`config.mk`:
```
export PLATFORM = sky130hd
export DESIGN_NAME = rv_exec_ctrl_flat
export DESIGN_NICKNAME = d
export VERILOG_FILES = /design/src/rtl/rv_alu_pkg.sv /design/src/rtl/rv_exec_ctrl_if.sv /design/src/rtl/rv_muldiv_iter.sv /design/src/rtl/rv_exec_ctrl.sv /design/src/flat_wrapper.sv
export SDC_FILE = /design/constraint.sdc
export NUM_CORES = 1
export LEC_CHECK = 0
export ABC_AREA = 1
export CAP_MARGIN = 20
export CORE_ASPECT_RATIO = 1.5
export CORE_MARGIN = 2
export CORE_UTILIZATION = 42
export DETAILED_ROUTE_END_ITERATION = 7
export SYNTH_ARGS = -nofsm -noshare
export SYNTH_HDL_FRONTEND = slang
export SYNTH_HIERARCHICAL = 1
export SYNTH_SLANG_ARGS = --single-unit
```
`constraint.sdc`:
```
create_clock -name clk -period 6.8 [get_ports clk]
set_clock_uncertainty 0.1 [all_clocks]
set_input_delay 1.7 -clock clk [delete_from_list [all_inputs] [get_ports clk]]
set_output_delay 1.7 -clock clk [all_outputs]
set_load 0.05 [all_outputs]
```
`src/rtl/rv_alu_pkg.sv`:
```
// rv_alu_pkg: ALU op codes, control field constants and M-op sequencer types
package rv_alu_pkg;
    localparam logic [3:0] ALU_AND  = 4'b0000;
    localparam logic [3:0] ALU_OR   = 4'b0001;
    localparam logic [3:0] ALU_ADD  = 4'b0010;
    localparam logic [3:0] ALU_XOR  = 4'b0011;
    localparam logic [3:0] ALU_SLL  = 4'b0100;
    localparam logic [3:0] ALU_SRL  = 4'b0101;
    localparam logic [3:0] ALU_SUB  = 4'b0110;
    localparam logic [3:0] ALU_SLT  = 4'b0111;
    localparam logic [3:0] ALU_SLTU = 4'b1000;
    localparam logic [3:0] ALU_SRA  = 4'b1101;
    localparam logic [3:0] ALU_NOR  = 4'b1100;
    localparam logic [1:0] ALUOP_MEM = 2'b00;
    localparam logic [1:0] ALUOP_BR  = 2'b01;
    localparam logic [1:0] ALUOP_R   = 2'b10;
    localparam logic [6:0] F7_BASE   = 7'b0000000;
    localparam logic [6:0] F7_ALT    = 7'b0100000;
    localparam logic [6:0] F7_MULDIV = 7'b0000001;
    typedef enum logic [1:0] {IDLE, MUL, DIV, DONE} md_state_t;
    typedef enum logic [2:0] {OP_MUL, OP_MULH, OP_MULHSU, OP_MULHU, OP_DIV, OP_DIVU, OP_REM, OP_REMU} md_op_t;
    function automatic logic [3:0] f3_alu(input logic [2:0] f3, input logic alt);
        case (f3)
            3'b000:  return ALU_ADD;
            3'b001:  return ALU_SLL;
            3'b010:  return ALU_SLT;
            3'b011:  return ALU_SLTU;
            3'b100:  return ALU_XOR;
            3'b101:  return alt ? ALU_SRA : ALU_SRL;
            3'b110:  return ALU_OR;
            default: return ALU_AND;
        endcase
    endfunction
endpackage

```
`src/rtl/rv_exec_ctrl_if.sv`:
```
// rv_exec_ctrl_if: EX-stage decode fields, M-op handshake and result bus
interface rv_exec_ctrl_if #(parameter int XLEN = 32);
    logic            in_valid;
    logic            in_ready;
    logic [1:0]      aluop_i;
    logic [6:0]      funct7_i;
    logic [2:0]      funct3_i;
    logic            is_imm_i;
    logic [XLEN-1:0] rs1_i;
    logic [XLEN-1:0] rs2_i;
    logic [3:0]      alu_op_o;
    logic            md_sel_o;
    logic            md_valid_o;
    logic [XLEN-1:0] md_result_o;
    logic            stall_o;
    modport master(output in_valid, aluop_i, funct7_i, funct3_i, is_imm_i, rs1_i, rs2_i,
                   input in_ready, alu_op_o, md_sel_o, md_valid_o, md_result_o, stall_o);
    modport slave(input in_valid, aluop_i, funct7_i, funct3_i, is_imm_i, rs1_i, rs2_i,
                  output in_ready, alu_op_o, md_sel_o, md_valid_o, md_result_o, stall_o);
endinterface

```
`src/rtl/rv_muldiv_iter.sv`:
```
// rv_muldiv_iter: iterative RV32M sequencer, shift-add multiply and restoring divide on magnitudes
module rv_muldiv_iter
    import rv_alu_pkg::*;
#(
    parameter int XLEN     = 32,
    parameter int MUL_BITS = 1
) (
    input  logic            clk,
    input  logic            rst,
    input  logic            start,
    input  md_op_t          op,
    input  logic [XLEN-1:0] a,
    input  logic [XLEN-1:0] b,
    output logic            ready,
    output logic            valid,
    output logic [XLEN-1:0] result
);
    localparam int MUL_N = XLEN / MUL_BITS;
    localparam int CW    = $clog2(XLEN);
    md_state_t         state, state_n;
    md_op_t            op_q;
    logic [CW-1:0]     cnt;
    logic [2*XLEN-1:0] acc, mcand, add, prod;
    logic [XLEN-1:0]   sh, rem, res_q, fin, ma, mb;
    logic [XLEN:0]     trial;
    logic              a_sgn, b_sgn, neg_q, neg_r, div0, ovf, is_div, special;
    always_comb begin
        is_div  = op inside {OP_DIV, OP_DIVU, OP_REM, OP_REMU};
        a_sgn   = !(op inside {OP_MULHU, OP_DIVU, OP_REMU}) && a[XLEN-1];
        b_sgn   = (op inside {OP_MUL, OP_MULH, OP_DIV, OP_REM}) && b[XLEN-1];
        ma      = a_sgn ? -a : a;
        mb      = b_sgn ? -b : b;
        div0    = b == '0;
        ovf     = (op inside {OP_DIV, OP_REM}) && a == {1'b1, {(XLEN-1){1'b0}}} && b == '1;
        special = is_div && (div0 || ovf);
    end
    // mcand holds |a| for multiply, |b| (low half) for divide; sh holds multiplier / dividend-quotient
    always_comb begin
        add = '0;
        for (int i = 0; i < MUL_BITS; i++)
            if (sh[i]) add = add + (mcand << i);
        trial = {rem, sh[XLEN-1]} - {1'b0, mcand[XLEN-1:0]};
        prod  = neg_q ? -acc : acc;
        fin   = op_q == OP_MUL ? prod[XLEN-1:0]
              : !(op_q inside {OP_DIV, OP_DIVU, OP_REM, OP_REMU}) ? prod[2*XLEN-1:XLEN]
              : (op_q inside {OP_DIV, OP_DIVU}) ? (neg_q ? -sh : sh)
              : (neg_r ? -rem : rem);
    end
    always_ff @(posedge clk)
        state <= rst ? IDLE : state_n;
    always_comb
        state_n = state == IDLE ? (start ? (special ? DONE : is_div ? DIV : MUL) : IDLE)
                : state == MUL  ? (cnt == CW'(MUL_N-1) ? DONE : MUL)
                : state == DIV  ? (cnt == CW'(XLEN-1) ? DONE : DIV)
                : IDLE;
    always_comb begin
        ready  = state == IDLE;
        valid  = state == DONE;
        result = valid ? fin : res_q;
    end
    always_ff @(posedge clk)
        if (rst) res_q <= '0;
        else if (state == DONE) res_q <= fin;
    always_ff @(posedge clk)
        if (start && state == IDLE) begin
            op_q  <= op;
            cnt   <= '0;
            acc   <= '0;
            mcand <= {{XLEN{1'b0}}, is_div ? mb : ma};
            sh    <= special ? (div0 ? '1 : a) : is_div ? ma : mb;
            rem   <= special && div0 ? a : '0;
            neg_q <= !special && (a_sgn ^ b_sgn);
            neg_r <= !special && a_sgn;
        end else if (state == MUL) begin
            acc   <= acc + add;
            mcand <= mcand << MUL_BITS;
            sh    <= sh >> MUL_BITS;
            cnt   <= cnt + 1'b1;
        end else if (state == DIV) begin
            rem <= trial[XLEN] ? {rem[XLEN-2:0], sh[XLEN-1]} : trial[XLEN-1:0];
            sh  <= {sh[XLEN-2:0], !trial[XLEN]};
            cnt <= cnt + 1'b1;
        end
endmodule

```
`src/rtl/rv_exec_ctrl.sv`:
```
// rv_exec_ctrl: EX-stage ALU op decode plus M-op handshake around the iterative mul/div unit
module rv_exec_ctrl
    import rv_alu_pkg::*;
#(
    parameter int XLEN     = 32,
    parameter int MUL_BITS = 1
) (
    input logic          clk,
    input logic          rst,
    rv_exec_ctrl_if.slave bus
);
    logic is_m, start;
    always_comb begin
        is_m = bus.aluop_i == ALUOP_R && bus.funct7_i == F7_MULDIV;
        bus.alu_op_o = bus.aluop_i == ALUOP_MEM ? (bus.is_imm_i ? f3_alu(bus.funct3_i, bus.funct7_i[5]) : ALU_ADD)
                     : bus.aluop_i == ALUOP_BR  ? ALU_SUB
                     : bus.aluop_i != ALUOP_R   ? ALU_ADD
                     : bus.funct7_i == F7_BASE  ? f3_alu(bus.funct3_i, 1'b0)
                     : bus.funct7_i != F7_ALT   ? ALU_ADD
                     : bus.funct3_i == 3'b000   ? ALU_SUB
                     : bus.funct3_i == 3'b101   ? ALU_SRA
                     : ALU_ADD;
        bus.md_sel_o = is_m;
        start        = bus.in_valid && is_m && bus.in_ready;
        // the op shown alongside md_valid_o is the finished one, so the pipeline is released then
        bus.stall_o  = bus.in_valid && is_m && !bus.md_valid_o;
    end
    rv_muldiv_iter #(.XLEN(XLEN), .MUL_BITS(MUL_BITS)) u_md (
        .clk    (clk),
        .rst    (rst),
        .start  (start),
        .op     (md_op_t'(bus.funct3_i)),
        .a      (bus.rs1_i),
        .b      (bus.rs2_i),
        .ready  (bus.in_ready),
        .valid  (bus.md_valid_o),
        .result (bus.md_result_o)
    );
endmodule

```
`src/flat_wrapper.sv`:
```
// flat-port wrapper written by rule: the top's interface ports become plain ports
module rv_exec_ctrl_flat import rv_alu_pkg::*;
#(
    parameter int XLEN     = 32,
    parameter int MUL_BITS = 1
)
  (clk, rst, bus_in_valid, bus_aluop_i, bus_funct7_i, bus_funct3_i, bus_is_imm_i, bus_rs1_i, bus_rs2_i, bus_in_ready, bus_alu_op_o, bus_md_sel_o, bus_md_valid_o, bus_md_result_o, bus_stall_o);
  rv_exec_ctrl_if #(.XLEN(XLEN)) bus_i ();
  input logic clk;
  input logic rst;
  input wire logic [$bits(bus_i.in_valid)-1:0] bus_in_valid;
  input wire logic [$bits(bus_i.aluop_i)-1:0] bus_aluop_i;
  input wire logic [$bits(bus_i.funct7_i)-1:0] bus_funct7_i;
  input wire logic [$bits(bus_i.funct3_i)-1:0] bus_funct3_i;
  input wire logic [$bits(bus_i.is_imm_i)-1:0] bus_is_imm_i;
  input wire logic [$bits(bus_i.rs1_i)-1:0] bus_rs1_i;
  input wire logic [$bits(bus_i.rs2_i)-1:0] bus_rs2_i;
  output wire logic [$bits(bus_i.in_ready)-1:0] bus_in_ready;
  output wire logic [$bits(bus_i.alu_op_o)-1:0] bus_alu_op_o;
  output wire logic [$bits(bus_i.md_sel_o)-1:0] bus_md_sel_o;
  output wire logic [$bits(bus_i.md_valid_o)-1:0] bus_md_valid_o;
  output wire logic [$bits(bus_i.md_result_o)-1:0] bus_md_result_o;
  output wire logic [$bits(bus_i.stall_o)-1:0] bus_stall_o;
  assign bus_i.in_valid = bus_in_valid;
  assign bus_i.aluop_i = bus_aluop_i;
  assign bus_i.funct7_i = bus_funct7_i;
  assign bus_i.funct3_i = bus_funct3_i;
  assign bus_i.is_imm_i = bus_is_imm_i;
  assign bus_i.rs1_i = bus_rs1_i;
  assign bus_i.rs2_i = bus_rs2_i;
  assign bus_in_ready = bus_i.in_ready;
  assign bus_alu_op_o = bus_i.alu_op_o;
  assign bus_md_sel_o = bus_i.md_sel_o;
  assign bus_md_valid_o = bus_i.md_valid_o;
  assign bus_md_result_o = bus_i.md_result_o;
  assign bus_stall_o = bus_i.stall_o;
  rv_exec_ctrl #(.XLEN(XLEN), .MUL_BITS(MUL_BITS)) u_core (.clk(clk), .rst(rst), .bus(bus_i));
endmodule
```
# Word-level counts from Yosys, hierarchy flattened
# Index checks and enable logic that the tools add are counted.
[classes] n_addsub=8 mul=0 div_mod_pow=0 n_lt_le_gt_ge=0 n_eq_ne=23 n_shift=0 mux=45 bitwise_logic=1 n_reduce_logical=35
[ops] operator="two-way mux 32 bit" n=22
[ops] operator="two-way mux 64 bit" n=2
[ops] operator="negation 32 bit" n=4
[ops] operator="adder 64 bit" n=1
[ops] operator="equality test 32 bit, second input constant" n=2
[ops] operator="negation 64 bit" n=1
[ops] operator="case mux 4 bit (7 select lines)" n=2
[ops] operator="two-way mux 4 bit" n=9
[ops] operator="subtractor 33 x 32 -> 33 bit" n=1
[ops] operator="zero test 32 bit" n=1
[ops] operator="equality test 3 bit, second input constant" n=8
[ops] operator="two-way mux 2 bit" n=7
[ops] operator="logical AND 1 bit" n=13
[ops] operator="nonzero test 4 bit" n=3
[ops] operator="two-way mux 5 bit" n=2
[ops] operator="nonzero test 2 bit" n=5
[ops] operator="equality test 7 x 1 -> 1 bit, second input constant" n=1
[ops] operator="zero test 7 bit" n=1
[ops] operator="!= test 7 x 6 -> 1 bit, second input constant" n=1
[ops] operator="equality test 2 bit, second input constant" n=3
[ops] operator="equality test 3 x 2 -> 1 bit, second input constant" n=2
[ops] operator="zero test 3 bit" n=2
[ops] operator="nonzero test 3 bit" n=2
[ops] operator="adder 5 x 1 -> 5 bit, second input constant" n=1
[ops] operator="11 further kinds" n=16
[word_totals] reg_bits=236 latchBits=0 ram_bits=0 romBits=0 word_cells=123 mem_count=0

# Logic depth before layout (Yosys ltp)
# Gate-level depths: netlist of the first run.
[depth] ltp_word=9 mapped_depth=22 mapped_depth_nobuf=20

# Modules after synthesis
# Netlist of the first run, hierarchy kept.
[modules_own_cells] mod="rv_muldiv_iter" instances=1 cells_each=4195 area_each_um2=24623.6 seq_area_each_um2=5735.5
[modules_own_cells] mod="rv_exec_ctrl" instances=1 cells_each=58 area_each_um2=264.0 seq_area_each_um2=0.0

# Worst setup path after synthesis of the first run
# Ideal clock, no wire load.
[synth_timing] path_type="input port to flip-flop" startpoint="input port bus_aluop_i[1]" endpoint="register u_core.u_md.rem[0], enable pin" arrival_ns=5.039 required_time_ns=6.234 setup_slack_ns=1.195 path_stages=9 cell_sequence="inv_1 > nor2_2 > and3b_1 > nand4_1 > nor2_1 > nand2_1 > clkbuf_1 > clkbuf_1 > o21ai_0"
[synth_between] elab_chain_len=7 elab_cells_between_ends=8
[synth_rtl] element="start: declaration" line_no="flat_wrapper.sv:12" rtl="input wire logic [$bits(bus_i.aluop_i)-1:0] bus_aluop_i;"
[synth_rtl] element="equality test 2 bit *" line_no="rv_exec_ctrl.sv:14" rtl="is_m = bus.aluop_i == ALUOP_R && bus.funct7_i == F7_MULDIV;"
[synth_rtl] element="logical AND 1 bit *" line_no="rv_exec_ctrl.sv:14"
[synth_rtl] element="logical AND 1 bit * (2 in a row)" line_no="rv_exec_ctrl.sv:24" rtl="start = bus.in_valid && is_m && bus.in_ready;"
[synth_rtl] element="net u_core.start" line_no="rv_exec_ctrl.sv:12" rtl="logic is_m, start;"
[synth_rtl] element="logical AND 1 bit *" line_no="rv_muldiv_iter.sv:65" rtl="if (start && state == IDLE) begin"
[synth_rtl] element="!= test 2 x 1 -> 1 bit (no line) / nonzero test 2 bit (equally long branches)"
[synth_rtl] element="AND reduction 2 bit (no line) *"
[synth_rtl] element="end signal: assignment" line_no="rv_muldiv_iter.sv:71" rtl="rem <= special && div0 ? a : '0;"
[synth_rtl] element="end signal: assignment" line_no="rv_muldiv_iter.sv:80" rtl="rem <= trial[XLEN] ? {rem[XLEN-2:0], sh[XLEN-1]} : trial[XLEN-1:0];"
[synth_rtl] element="end: declaration" line_no="rv_muldiv_iter.sv:24" rtl="logic [XLEN-1:0] sh, rem, res_q, fin, ma, mb;"
# The timed path passes the listed nets; every way through them passes the cells marked *.
# A chain may end at the register's enable or synchronous reset.

# Final worst setup path of the first run
[layout_timing] startpoint="input port bus_aluop_i[1]" endpoint="output port bus_stall_o"
[layout_between] elab_chain_len=4
[layout_rtl] element="equality test 2 bit" line_no="rv_exec_ctrl.sv:14"
[layout_rtl] element="logical AND 1 bit" line_no="rv_exec_ctrl.sv:14"
[layout_rtl] element="logical AND 1 bit (2 in a row)" line_no="rv_exec_ctrl.sv:26" rtl="bus.stall_o = bus.in_valid && is_m && !bus.md_valid_o;"
[layout_rtl] element="end: declaration" line_no="flat_wrapper.sv:23" rtl="output wire logic [$bits(bus_i.stall_o)-1:0] bus_stall_o;"
# Every way passes these cells.

==> reports/qor.yml, run 1 <==
run_status:
  outcome: "complete, but fails checks"
  failed_checks: "design-rule violations"
clocking:
  root_buffer: "clkbuf_16"
  cts-buffers-inserted: 27
  clkSinkCount: 236
  hold_buffers: 0
  cts_tree: "yes"
  max-clock-path-buffers: 3
  postCtsSetupRepairBufs: 0
  htree_levels: 1
  ctsResizeCount: 0
  clk_latency_ns: 0.61
  clk_pin_slew_worst_paths_ns: 0.06
logic_synthesis:
  syn_area_um2: 24900
  yosys_warnings: 6
  synth_top_area_share_pct: 17.3
  async_reset_ff_share_pct: 0
  yosysMostFrequentCell: "nand2_1"
  synth_cell_type_count: 58
  synth_common_cells: "1148 x nand2_1, 635 x inv_1, 525 x nor2_1, 428 x nand3_1, 287 x a21oi_1"
  yosys.area.top_type: "nand2_1"
  netlist_top_cells_area: "nand2_1 17%, edfxtp_1 12%, dfxtp_1 11%"
  postSynthAreaPerCell_um2: 5.85
  synth_seq_area_share_pct: 23.0
  ys_seq_elements: 236
  synth-edff-count: 101
  syn-num-nets: 4442
  synthCells: 4253
  synth_ff_type: "dfxtp_1"
timing:
  whs_ns: 0.374
  finalSetupViolations: 0
  worst_pin_slew_ns: 1.10
  slew_violations: 0
  min_period_ns: 5.86
  maxSlewHeadroom_pct: 25.9
  period_share_pct: 86.1
  fin_tns_setup_ns: 0
  setup_ws_ns: 0.944
  max_freq_ghz: 0.171
  rsz0062_at_grt: "no"
  finalHoldViolations: 0
pwr:
  clock_power_share_pct: 37.4
  p_total_mw: 4.02
  p_switching_mw: 1.38
  max-vdd-ir-drop_mv: 0.162
  pwr-share-comb_pct: 22.6
  power_density_nw_per_um2: 145
  p_leak_nw: 13.4
  power_switching_share_pct: 34.2
  p_seq_share_pct: 40.0
  power.internal_mw: 2.64
cells_and_area:
  stdcell_area_um2: 27700
  seq_area_um2: 5740
  syn2layout_area_growth_pct: 11.1
  fin_nets: 4499
  fin_cells: 5109
  multi_input_area_um2: 16100
  post-route-util_pct: 47.1
  num-fill-cells: 6655
  layout-drive-gt1-share_pct: 4.32
drt:
  drt_iter0_drc: 2363
  first_pass_iters: 8
  dr_wl_met3_um: 8390
  dr_wl_met2_um: 61000
  drc: 4
  wire_per_inst_um: 24.8
  avgViaCountPerCell: 5.66
  top_layer: "met5"
  wl_met1_um: 40700
  via_count: 28900
  drt.antenna.violating_nets: 0
  routed_wirelength_um: 127000
placement:
  placed_cells: 5055
  place_ws_ns: 0.928
  port_buffers: 119
  place_hpwl_um: 103000
  post_dp_cell_area_um2: 26800
  place_congestion: 1.07
grt:
  grt.overflow.total: 0
  grt_pass1_vias: 28800
  grt_max_degree: 73
  antenna_found_initial: 3
  grt_pass1_wl_um: 183000
  grt_usage_pct: 40.9
floorplan:
  start_util_pct: 42.3
  fp.dieArea_um2: 61300
  dieHeight_um: 302
  pin_count: 120
  die_w_um: 203
  rows: 109
  floorplan.core_area_um2: 58800
critical_path:
  worstPathMaxFanout: 4
  worst_ep_arrival_time_ns: 4.06
  start_kind: "input pin"
  path_class: "input pin to output port"
  crit_required_ns: 5.00
  end_kind: "output port"
job:
  cap_violations: 0
hold_path:
  hp-class: "flip-flop to flip-flop"
==> critical path: stages <==
cell and delay, ns:
clkdlybuf4s50_1 0.48, inv_1 0.06, nor2_2 0.15, and3b_1 0.20, nand4_1 0.41, nor2_1 0.22
clkdlybuf4s50_1 0.82
==> metal layers <==
metal  global-route usage (%)  up-vias
met2                     71.9     1289
li1                         -    13900
met5                        0        -
met1                     38.2    13100
met3                     8.10      548
met4                     44.0        4
==> power by group through the flow <==
stage | Sequential, mW | Combinational, mW | Clock [mW]
finish | 1.61 | 0.908 | 1.50
global route | 1.61 | 0.981 | 1.57
CTS | 1.60 | 0.877 | 1.51
detailed placement | 1.63 | 0.872 | 0
global placement | 1.63 | 0.874 | 0
floorplan | 1.59 | 0.541 | 0
==> cell type report <==
class | instances | area share (%)
tap | 777 | 3.51
timing repair buffer | 156 | 5.43
antenna | 1 | 0.00905
clock inverter | 11 | 0.303
multi-input combinational | 3243 | 58.4
sequential | 236 | 20.7
clock buffer | 39 | 2.85
inverter | 646 | 8.78
==> registers in the layout, indices dropped and copies added (netlist names) <==
| register | flops |
|---|---|
| u_core/u_md/state | 2 |
| u_core/u_md/neg_q | 1 |
| u_core/u_md/cnt | 5 |
| u_core/u_md/res_q | 32 |
| u_core/u_md/mcand | 64 |
| u_core/u_md/acc | 64 |
| u_core/u_md/sh | 32 |
| u_core/u_md/op_q | 3 |
| u_core/u_md/neg_r | 1 |
| u_core/u_md/rem | 32 |
==> cells by family after synthesis <==
group	after synthesis	share of synthesized area, %
buf+inv	774	12.1
compound gates	720	16.1
simple gates	2301	39.2
xor+xnor	113	3.98
fa+ha+maj	109	5.54
flops	236	23.0
==> layout by cell type (no fill, tap or decap), drive strengths merged, types with 26 or more instances in the layout <==
cell type	n
a21oi	288
buf	37
clkbuf	40
clkdlybuf4s50	118
dfxtp	135
edfxtp	101
ha	107
inv	645
nand2	1161
nand3	435
nand4	46
nor2	547
nor3	49
o211ai	35
o21ai	247
o22ai	58
or2	31
xnor2	26
xor2	87
==> final timing paths <==
kind	from	endpoint	slack [ns]	cells after the start
max	bus_aluop_i[1]	bus_stall_o	0.94	7
min	u_core/u_md/res_q[14]	u_core/u_md/res_q[14]	0.37	2
max reg2reg	u_core/u_md/sh[0]	u_core/u_md/acc[62]	2.21	15
min reg2reg	u_core/u_md/res_q[14]	u_core/u_md/res_q[14]	0.37	2
(Power assumes the default switching activity.)
==> run 2, diff against run 1 <==
--- a/config.mk
+++ b/config.mk
@@ -11,7 +11,9 @@
 export CORE_MARGIN = 2
 export CORE_UTILIZATION = 42
 export DETAILED_ROUTE_END_ITERATION = 7
+export GPL_TIMING_DRIVEN = 1
 export SYNTH_ARGS = -nofsm -noshare
 export SYNTH_HDL_FRONTEND = slang
 export SYNTH_HIERARCHICAL = 1
 export SYNTH_SLANG_ARGS = --single-unit
+export TNS_END_PERCENT = 100
==> results of run 2 <==
The final DEF is identical to that of run 1; final timing and power are the same.
